**src/rtl/sr_dispatch.sv**
```systemverilog
// sr_dispatch: shares NUM iterative square-root engines among one operand
// stream. Operands are issued round-robin; each engine's result is held in a
// per-engine slot and returned in issue order with a sequence tag.
//
// Ports:
//   clk, rst_n      clock, asynchronous active-low reset
//   en              1 = accept new operands; 0 = in-flight jobs drain
//   in_valid/ready  operand handshake, in_data operand
//   out_valid/ready result handshake, out_data root, out_tag sequence number
//   eng_din/newd    operand and one-cycle start pulse per engine
//   eng_dout/done   result and one-cycle completion pulse per engine
//   idle            no engine busy and no held result
//   err_spurious    sticky: completion seen on a non-busy engine
module sr_dispatch #(
  parameter int unsigned I_WIDTH = 32,
  parameter int unsigned O_WIDTH = (I_WIDTH + 1) >> 1,
  parameter int unsigned NUM     = 4,
  parameter int unsigned TAG_W   = 8
) (
  input  logic               clk,
  input  logic               rst_n,
  input  logic               en,
  input  logic               in_valid,
  input  logic [I_WIDTH-1:0] in_data,
  output logic               in_ready,
  output logic               out_valid,
  output logic [O_WIDTH-1:0] out_data,
  output logic [TAG_W-1:0]   out_tag,
  input  logic               out_ready,
  output logic [I_WIDTH-1:0] eng_din  [0:NUM-1],
  output logic [NUM-1:0]     eng_newd,
  input  logic [O_WIDTH-1:0] eng_dout [0:NUM-1],
  input  logic [NUM-1:0]     eng_done,
  output logic               idle,
  output logic               err_spurious
);

  localparam int unsigned PW = (NUM > 1) ? $clog2(NUM) : 1;

  logic [NUM-1:0]     r_busy;
  logic [NUM-1:0]     r_res_vld;
  logic [O_WIDTH-1:0] r_res [0:NUM-1];
  logic [I_WIDTH-1:0] r_din [0:NUM-1];
  logic [NUM-1:0]     r_newd;
  logic [PW-1:0]      r_issue_ptr;
  logic [PW-1:0]      r_ret_ptr;
  logic [TAG_W-1:0]   r_tag;
  logic               r_err;

  logic               w_accept;
  logic               w_pop;

  assign in_ready  = en & ~r_busy[r_issue_ptr] & ~r_res_vld[r_issue_ptr];
  assign w_accept  = in_valid & in_ready;
  assign out_valid = r_res_vld[r_ret_ptr];
  assign out_data  = out_valid ? r_res[r_ret_ptr] : '0;
  assign out_tag   = r_tag;
  assign w_pop     = out_valid & out_ready;
  assign idle      = ~|r_busy & ~|r_res_vld;
  assign err_spurious = r_err;
  assign eng_newd  = r_newd;
  assign eng_din   = r_din;

  always_ff @(posedge clk or negedge rst_n) begin
    if (!rst_n) begin
      r_busy      <= '0;
      r_res_vld   <= '0;
      r_newd      <= '0;
      r_issue_ptr <= '0;
      r_ret_ptr   <= '0;
      r_tag       <= '0;
      r_err       <= 1'b0;
      for (int unsigned k = 0; k < NUM; k++) begin
        r_din[k] <= '0;
        r_res[k] <= '0;
      end
    end else begin
      r_newd <= '0;

      if (w_accept) begin
        r_din[r_issue_ptr]  <= in_data;
        r_newd[r_issue_ptr] <= 1'b1;
        r_busy[r_issue_ptr] <= 1'b1;
        r_issue_ptr <= (r_issue_ptr == PW'(NUM - 1)) ? '0 : r_issue_ptr + 1'b1;
      end

      // Completion qualifies on the pre-edge busy bit, so a done on the slot
      // being issued this cycle is spurious and cannot clear the new busy.
      for (int unsigned k = 0; k < NUM; k++) begin
        if (eng_done[k]) begin
          if (r_busy[k]) begin
            r_res[k]     <= eng_dout[k];
            r_res_vld[k] <= 1'b1;
            r_busy[k]    <= 1'b0;
          end else begin
            r_err <= 1'b1;
          end
        end
      end

      // A popped slot holds a result, so it is never the target of a
      // completion in the same cycle.
      if (w_pop) begin
        r_res_vld[r_ret_ptr] <= 1'b0;
        r_ret_ptr <= (r_ret_ptr == PW'(NUM - 1)) ? '0 : r_ret_ptr + 1'b1;
        r_tag     <= r_tag + 1'b1;
      end
    end
  end

endmodule
```
**config.mk**
```make
export PLATFORM = sky130hd
export DESIGN_NAME = sr_dispatch
export DESIGN_NICKNAME = d
export VERILOG_FILES = /design/src/rtl/sr_dispatch.sv
export SDC_FILE = /design/constraint.sdc
export NUM_CORES = 1
export LEC_CHECK = 0
export ABC_AREA = 1
export BUFFER_PORTS_ARGS = -buffer_cell sky130_fd_sc_hd__buf_2
export CELL_PAD_IN_SITES_DETAIL_PLACEMENT = 0
export CELL_PAD_IN_SITES_GLOBAL_PLACEMENT = 1
export CORE_ASPECT_RATIO = 1.1
export CORE_MARGIN = 1.5
export CORE_UTILIZATION = 40
export DETAILED_ROUTE_END_ITERATION = 16
export GPL_ROUTABILITY_DRIVEN = 0
export PLACE_DENSITY = 0.94
export SLEW_MARGIN = 20
export SYNTH_ARGS = -nofsm -noshare
export SYNTH_HDL_FRONTEND = slang
export SYNTH_SLANG_ARGS = --single-unit
```
**constraint.sdc**
```tcl
create_clock -name clk -period 2.6 [get_ports clk]
set_clock_uncertainty 0.1 [all_clocks]
set_input_delay 0.26 -clock clk [delete_from_list [all_inputs] [get_ports clk]]
set_output_delay 0.26 -clock clk [all_outputs]
set_load 0.03 [all_outputs]
```
# Word level (Yosys, flattened, before mapping)
# Cells that the tools add are included.
# classes
n_eq_ne	2
muxes	46
bitwise	12
shifts	0
n_reduce_logical	11
addsub	3
n_div	0
magnitude_cmp	7
mul	0
# op_table
op	count
bitwise mux 128 bit	1
demux 32 bit (select 2 bit)	1
two-way mux 16 bit	3
binary-select mux 16 bit (select 2 bit)	1
two-way mux 32 bit	1
two-way mux 1 bit	29
two-way mux 4 bit	3
adder 8 x 1 -> 8 bit, second input constant	1
AND reduction 2 bit	4
OR reduction 4 bit	2
binary-select mux 1 bit (select 2 bit)	3
greater-or-equal comparator 3 bit, second input constant	2
less-than comparator 2 x 3 -> 1 bit, second input constant	2
inverter 2 -> 3 bit	2
AND 1 bit	5
adder 2 x 1 -> 2 bit, second input constant	2
AND 4 bit	1
demux 1 bit (select 2 bit)	2
== test 2 bit, second input constant	2
greater-or-equal comparator 2 x 1 -> 1 bit, second input constant	2
two-way mux 2 bit	2
inverter 4 bit	1
bitwise OR 4 bit	1
logical AND 1 bit	3
3 further kinds	5
# word_totals
ramBits	0
in_bits	105
regBits	217
mem_bits_ro	0
latchBits	0
output_inout_bits	160
memories	0
word_cells	96

# Longest topological paths before layout
# Gate-level depths: netlist of run 1.
# depth
word_depth	9
mapped_depth	11
ltp_nobuf	9

# Worst setup path after synthesis of run 1
# No wires, ideal clock.
# synth_timing
path_type	flip-flop to output port
from	reg r_ret_ptr[0]
to	out out_data[10]
stages_incl_launch_ff	10
arrival_time_ns	1.537
required_time_ns	2.240
path_buffers	3
setup_slack_ns	0.703
path_cell_list	dfrtp_1 > buf_4 > inv_2 > nand2_1 > nand3_1 > and2_1 > buf_4 > buf_2 > nand2_1 > inv_1
# synth_between
elab_cells_between_ends	7
cone_classes	6 x mux; 1 x bitwise
# synth_rtl
item	line	source
start: declaration	46	logic [PW-1:0] r_ret_ptr;
start signal: assignment	105	r_ret_ptr <= (r_ret_ptr == PW'(NUM - 1)) ? '0 : r_ret_ptr + 1'b1;
binary-select mux 1 bit (select 2 bit)	55	assign out_valid = r_res_vld[r_ret_ptr];
two-way mux 1 bit (not written as such)	55	
named net out_valid	26	output logic out_valid,
two-way mux 16 bit	56	assign out_data = out_valid ? r_res[r_ret_ptr] : '0;
end: declaration	27	output logic [O_WIDTH-1:0] out_data,
# The timed path passes the listed nets, and every way through them passes these cells. The select of a mux whose other input is x is not followed.

# Worst setup path after layout of run 1
# layout_timing
from	reg r_ret_ptr[1]
to	out out_data[3]
# layout_between
elab_chain_len	5
elab_cells_between_ends	7
cone_classes	6 x mux; 1 x bitwise
# layout_rtl
item	line
inverter 2 -> 3 bit (not written as such)	56
binary-select mux 16 bit (select 2 bit)	56
two-way mux 16 bit (not written as such) (2 in series)	56
two-way mux 16 bit (*)	56
# Mark *: on every way between the ends. The rest lies on a longest branch, timed or not. The select of a mux whose other input is x is not followed.

==> metrics.md, run 1 <==
| Metric | Value |
|---|---|
| Hold Crit Start | en |
| Total number of vias | 8,865 |
| Crit path cell chain | inv_4 > nand3_1 > and2_1 > buf_4 > nand2_1 > inv_1 > buf_2 |
| Nets | 1,553 |
| Fin crit period | 2464 ps |
| Row count | 58 |
| Post-CTS Setup Inserts | 0 |
| Synth warn | 0 |
| HP Class | in2reg |
| Critical path launch point type | flip-flop |
| Pre-antenna DRT Iters | 5 |
| Slew margin rel. | 46.84% |
| Post-route ant nets | 0 |
| Final Setup Violations | 0 |
| Residual DRC count | 0 |
| Clk slew on worst S/H paths | 60 ps |
| Post-Synth Simple-Gate Area | 31.59% |
| Worst-margin pin slew | 797.4 ps |
| Die area | 0.02455 sq mm |
| Synth Area in Adders | 1.192% |
| Hold endpoint | r_issue_ptr[1] |
| Tcrit/Tclk final | 94.76% |
| Hold Vio Cnt, Final | 0 |
| Largest net degree at the start of global routing | 129 |
| CTS buffer count | 23 |
| R2R Setup Slk | 450 ps |
| Worst hold path depth | 5 |
| Max_cap viols | 0 |
| VDD IR max | 0.6337 mV |
| Total gr overflow | 0 |
| All-Layer GR Usage | 24.13% |
| Post-route cell area | 0.01278 sq mm |
| Syn-to-layout area delta | 35.30% |
| CTS tree | built |
| Clock latency on the worst-skew pair | 500 ps |
| Clock buffer depth | 3 |
| Critical path class | reg2out |
| Die Height | 164.2 microns |
| CP max-delay cell | dfrtp_1 |
| DR iter-0 viols | 457 |
| Initial Util | 41.06% |
| Dpl cells | 1,613 |
| Worst R2R Path Depth | 7 |
| Die X | 149.5 microns |
| Root buffer cell | clkbuf_16 |
| I/O Buffers | 264 |
| Count of unique library cells instantiated by Yosys | 30 |
| First-pass GRT wire length | 46,980 microns |
| RSZ-0062 raised after global routing | no |
| FF+latch count, synth | 217 |
| # clock sinks | 217 |
| Routed length per instance | 16.99 microns |
| Mapped Area | 0.009447 sq mm |
| Placed inst area | 0.01105 sq mm |
| Worst Path Max Fanout | 20 |
| Max Slew Vio Count | 0 |
| Seq/Total Area, Yosys | 57.48% |
| I/O pin count | 265 |
| Post-Synth XOR/XNOR Area | 0.5563% |
| PD cells | 1276 mW/mm^2 |
| Critical path arrival | 2100 ps |
| Status | finished clean |
| Syn avg cell area | 8.572 sq um |
| Worst r2r src | r_issue_ptr[0] |
| Final non-filler cell total | 1,756 |
| Layout cell share with drive strength beyond 1 | 23.40% |
| Post-route setup TNS | 0 ps |
| Post-synthesis mux area share | 0% |
| Final core occ | 55.56% |
| Worst setup EP type | output port |
| Dpl hpwl | 19,230 microns |
| Reg2reg end | eng_din[83] |
| Initial antenna violation count | 1 |
| Mapped Cells | 1,102 |
| H-tree levels | 1 |
| Core area | 0.02300 sq mm |
| Syn nets | 1,216 |
| Static Leak | 7.126 nW |
| Main combinational cell family by area after synthesis | simple AND/OR/NAND/NOR gates |
| WP data required | 2240 ps |
| Max Freq | 405.9 MHz |
| Synth Area in Compound Gates | 3.642% |
| Fill cell count | 2,049 |
| Vias/cell | 5.048 |
| Vias in the first global route | 9,038 |
| Crit-path max cell delay | 490 ps |
| Total routed wirelength | 29,840 microns |
-- cells by family (layout without fill, tap and decap cells) --
| family | Yosys count | after routing |
|---|---|---|
| buffers and inverters | 121 | 472 |
| adder cells (fa/ha/maj) | 9 | 9 |
| other | 0 | 3 |
| AO/OA/AOI/OAI | 62 | 62 |
| flip-flops | 217 | 217 |
| XOR/XNOR | 6 | 6 |
| AND/OR/NAND/NOR | 687 | 687 |
-- synthesized netlist by cell type, drive strengths merged --
cell	number	area share [%]
a21oi	4	0.21
xnor2	1	0.093
inv	39	1.5
a221oi	1	0.093
o21ai	37	2.0
nand3b	1	0.079
clkbuf	45	1.8
clkinv	4	0.16
buf	33	2.0
nor2	40	1.8
and2	1	0.066
a22oi	4	0.32
nand2	499	20
o22ai	16	1.1
xor2	5	0.46
or2	1	0.066
dfrtp	217	57
ha	9	1.2
nand3	11	0.79
nor3	3	0.21
nand4	131	8.7
-- placed cells by master (no fill, tap or decap), types with 16 or more instances in the layout --
cell           instances
nand2_1              498
o21ai_0               32
buf_4                 21
dfrtp_1              217
inv_1                 32
nor2_1                38
nand4_1              131
o22ai_1               16
dlygate4sd3_1        101
buf_2                262
clkbuf_16             23
-- timing repair --
| item | 4_1_cts | 5_1_grt |
|---|---|---|
| resized for setup | 0 | 3 |
| hold endpoints to repair | 290 | 0 |
| hold buffers | 101 | 0 |
| setup endpoints to repair | 0 | 16 |
-- metal layers --
| layer | up-vias | share of wire, % | global-route usage, % |
|---|---|---|---|
| met5 | - | 0 | 0 |
| met4 | 0 | 2.1 | 7.561 |
| met3 | 49 | 8.8 | 6.333 |
| met2 | 352 | 47 | 40.18 |
| met1 | 4193 | 42 | 30.62 |
| li1 | 4271 | - | - |
-- report_power, final --
part           switching [mW]  internal [mW]
Clock                    1.31           1.83
Combinational            5.46           2.15
Sequential              0.810           4.75
-- critical path: cells and delay by family, from the launching register on --
| kind | cells | cell delay (ps) |
|---|---|---|
| buf+inv | 4 | 680 |
| flops | 1 | 490 |
| simple gates | 3 | 430 |
-- worst max path at each step --
stage,from,end,slack (ps),cells after the start
floorplan,r_ret_ptr[0],out_data[10],700,9
global placement,r_issue_ptr[0],eng_din[17],540,8
detailed placement,r_issue_ptr[0],eng_din[83],460,8
CTS,r_ret_ptr[1],out_data[3],90,7
global route,r_ret_ptr[0],out_data[0],20,8
finish,r_ret_ptr[1],out_data[3],140,7
-- area by class of cell --
type                       count  area, sq um  area share (%)
multi-input combinational    764         3498           27.37
antenna                        3        7.507         0.05874
sequential                   217         5430           42.49
tap                          300        375.4           2.937
clock inverter                 6        55.05          0.4307
inverter                      43        166.4           1.302
timing repair buffer         390         2595           20.30
clock buffer                  33        653.1           5.110
-- stage by stage --
stage	worst slack [ps]	hold slack (ps)	total power [mW]
after detailed placement	462.2	257.1	13.07
final	136.2	147.8	16.31
after floorplan	703.1	-135.6	10.70
after CTS	91.51	140.1	16.40
after global routing	18.21	171.1	17.40
after global placement	544.1	250.6	12.93
-- sequential cells by signal (all words and copies together) (netlist names) --
register / cells
out_tag: 8
r_busy: 4
eng_din: 128
err_spurious: 1
eng_newd: 4
r_res_vld: 4
r_res: 64
r_issue_ptr: 2
r_ret_ptr: 2
Power figures use the tool's default switching activity.
==> run 2, diff against run 1 <==
--- a/config.mk
+++ b/config.mk
@@ -9,11 +9,11 @@
 export BUFFER_PORTS_ARGS = -buffer_cell sky130_fd_sc_hd__buf_2
 export CELL_PAD_IN_SITES_DETAIL_PLACEMENT = 0
 export CELL_PAD_IN_SITES_GLOBAL_PLACEMENT = 1
-export CORE_ASPECT_RATIO = 1.1
 export CORE_MARGIN = 1.5
 export CORE_UTILIZATION = 40
 export DETAILED_ROUTE_END_ITERATION = 16
 export GPL_ROUTABILITY_DRIVEN = 0
+export MAX_ROUTING_LAYER = met4
 export PLACE_DENSITY = 0.94
 export SLEW_MARGIN = 20
 export SYNTH_ARGS = -nofsm -noshare
==> metrics.md, run 2 (synthesized netlist as in run 1, its figures left out) <==
| Metric | Value |
|---|---|
| Pre-antenna DRT Iters | 7 |
| Max Freq | 418.0 MHz |
| Commonest non-fill, non-tap cell in the layout | nand2_1 |
| Hold Vio Cnt, Final | 0 |
| DR iter-0 viols | 582 |
| WP data required | 2240 ps |
| # clock sinks | 217 |
| Clk slew on worst S/H paths | 50 ps |
| Largest net degree at the start of global routing | 102 |
| Vias in the first global route | 8,824 |
| First-pass GRT wire length | 47,040 microns |
| CTS tree | built |
| Commonest cells after routing, fill and taps aside | nand2_1 (498), buf_2 (262), dfrtp_1 (217), nand4_1 (131), dlygate4sd3_1 (100) |
| Residual DRC count | 0 |
| Syn-to-layout area delta | 36.61% |
| Worst-margin pin slew | 745.6 ps |
| Nets | 1,553 |
| Clock buffer depth | 3 |
| Die Height | 156.7 microns |
| # diodes | 0 |
| Post-route setup slack | 207.6 ps |
| Fill cell count | 2,094 |
| I/O Buffers | 264 |
| All-Layer GR Usage | 24.92% |
| H-tree levels | 1 |
| Slew margin rel. | 50.29% |
| Final Setup Violations | 0 |
| Clock latency on the worst-skew pair | 500 ps |
| Total gr overflow | 0 |
| Hold-fix buffers at CTS | 100 |
| I/O pin count | 265 |
| PD cells | 1304 mW/mm^2 |
| VDD IR max | 0.6779 mV |
| DP Worst Slack | 374.6 ps |
| Total routed wirelength | 30,100 microns |
| Critical path arrival | 2030 ps |
| Die area | 0.02455 sq mm |
| Die X | 156.7 microns |
| Tot Pwr | 16.83 mW |
| Status | finished clean |
| Crit-path max cell delay | 430 ps |
| Initial antenna violation count | 0 |
| Post-route cell area | 0.01290 sq mm |
| Static Leak | 7.171 nW |
| Core area | 0.02333 sq mm |
| Post-route ant nets | 0 |
| Root buffer cell | clkbuf_16 |
| Vias/cell | 5.074 |
| Routed length per instance | 16.95 microns |
| Post-CTS Setup Inserts | 0 |
| HP Class | in2async |
| Worst setup EP type | output port |
| Max_cap viols | 0 |
| CP max-delay cell | dfrtp_1 |
| Post-route setup TNS | 0 ps |
| Row count | 56 |
| Tcrit/Tclk final | 92.02% |
| Worst Path Max Fanout | 34 |
| Crit path cell chain | inv_2 > buf_4 > o21ai_0 > o22ai_1 > nand2_1 > inv_1 > buf_2 |
| Layout cell share with drive strength beyond 1 | 23.83% |
| Critical path class | reg2out |
| Fin crit period | 2392 ps |
| RSZ-0062 raised after global routing | no |
| Initial Util | 40.49% |
| Dpl hpwl | 18,750 microns |
| Cts repair resizes | 0 |
| Placed inst area | 0.01105 sq mm |
| Max reg flops | 128 |
| CTS buffer count | 25 |
| Total number of vias | 9,006 |
| Critical path launch point type | flip-flop |
| Max Slew Vio Count | 0 |
[run 2: cell count changes in the layout (fill, tap and decap cells not counted), sizes merged]
cell         delta
bufinv          +3
clkinv          +1
clkbuf          -2
clkinvlp        +3
diode           -3
buf             -1
dlygate4sd3     -1
[run 2: routing by layer]
metal,global-route usage [%],wire length (microns)
met5,-,0
met4,5.079,323
met3,4.376,2406
met2,39.72,14130
met1,33.52,13230
[run 2: final timing paths]
kind	startpoint	to	slack, ps	cells past startpoint
worst min register to register	eng_din[62]	eng_din[62]	360	2
worst max-delay path	r_ret_ptr[0]	out_data[5]	210	7
worst max register to register	r_issue_ptr[0]	eng_din[1]	380	10
max in group asynchronous	rst_n	eng_din[126]	1500	3
worst min-delay path	rst_n	r_res[2]	90	2
min in group clk	in_valid	r_issue_ptr[1]	100	3
[run 2: through the flow]
step / hold WS, ps / cells / util, %
final: 87.18 / 1775 / 55.31
after global routing: 94.14 / 1775 / 55.31
after CTS: 80.47 / 1775 / 55.31
after detailed placement: 15.25 / 1631 / 47.37
after floorplan: -135.6 / 1102 / -
after global placement: 11.51 / 1631 / 47.37
[run 2: where the power goes]
part	internal [mW]	leakage [nW]	switching [mW]
clock network	2.24	0.414	1.39
logic	2.13	3.99	5.52
registers	4.76	2.77	0.795
total	9.13	7.17	7.70
[run 2: area by class of cell]
cell class | count | area [sq um] | share of cell area (%)
inverter | 43 | 161.4 | 1.251
timing repair buffer | 388 | 2565 | 19.88
clock inverter | 13 | 172.7 | 1.338
clock buffer | 31 | 678.2 | 5.255
sequential | 217 | 5430 | 42.08
tap | 319 | 399.1 | 3.093
multi-input combinational | 764 | 3498 | 27.11
[run 2: worst max-delay path: cells and delay by family (launching register included)]
kind / cells / cell delay [ps]
buffers and inverters: 4 / 700
DFF: 1 / 430
AOI/OAI and AO/OA: 2 / 310
and+or+nand+nor: 1 / 80
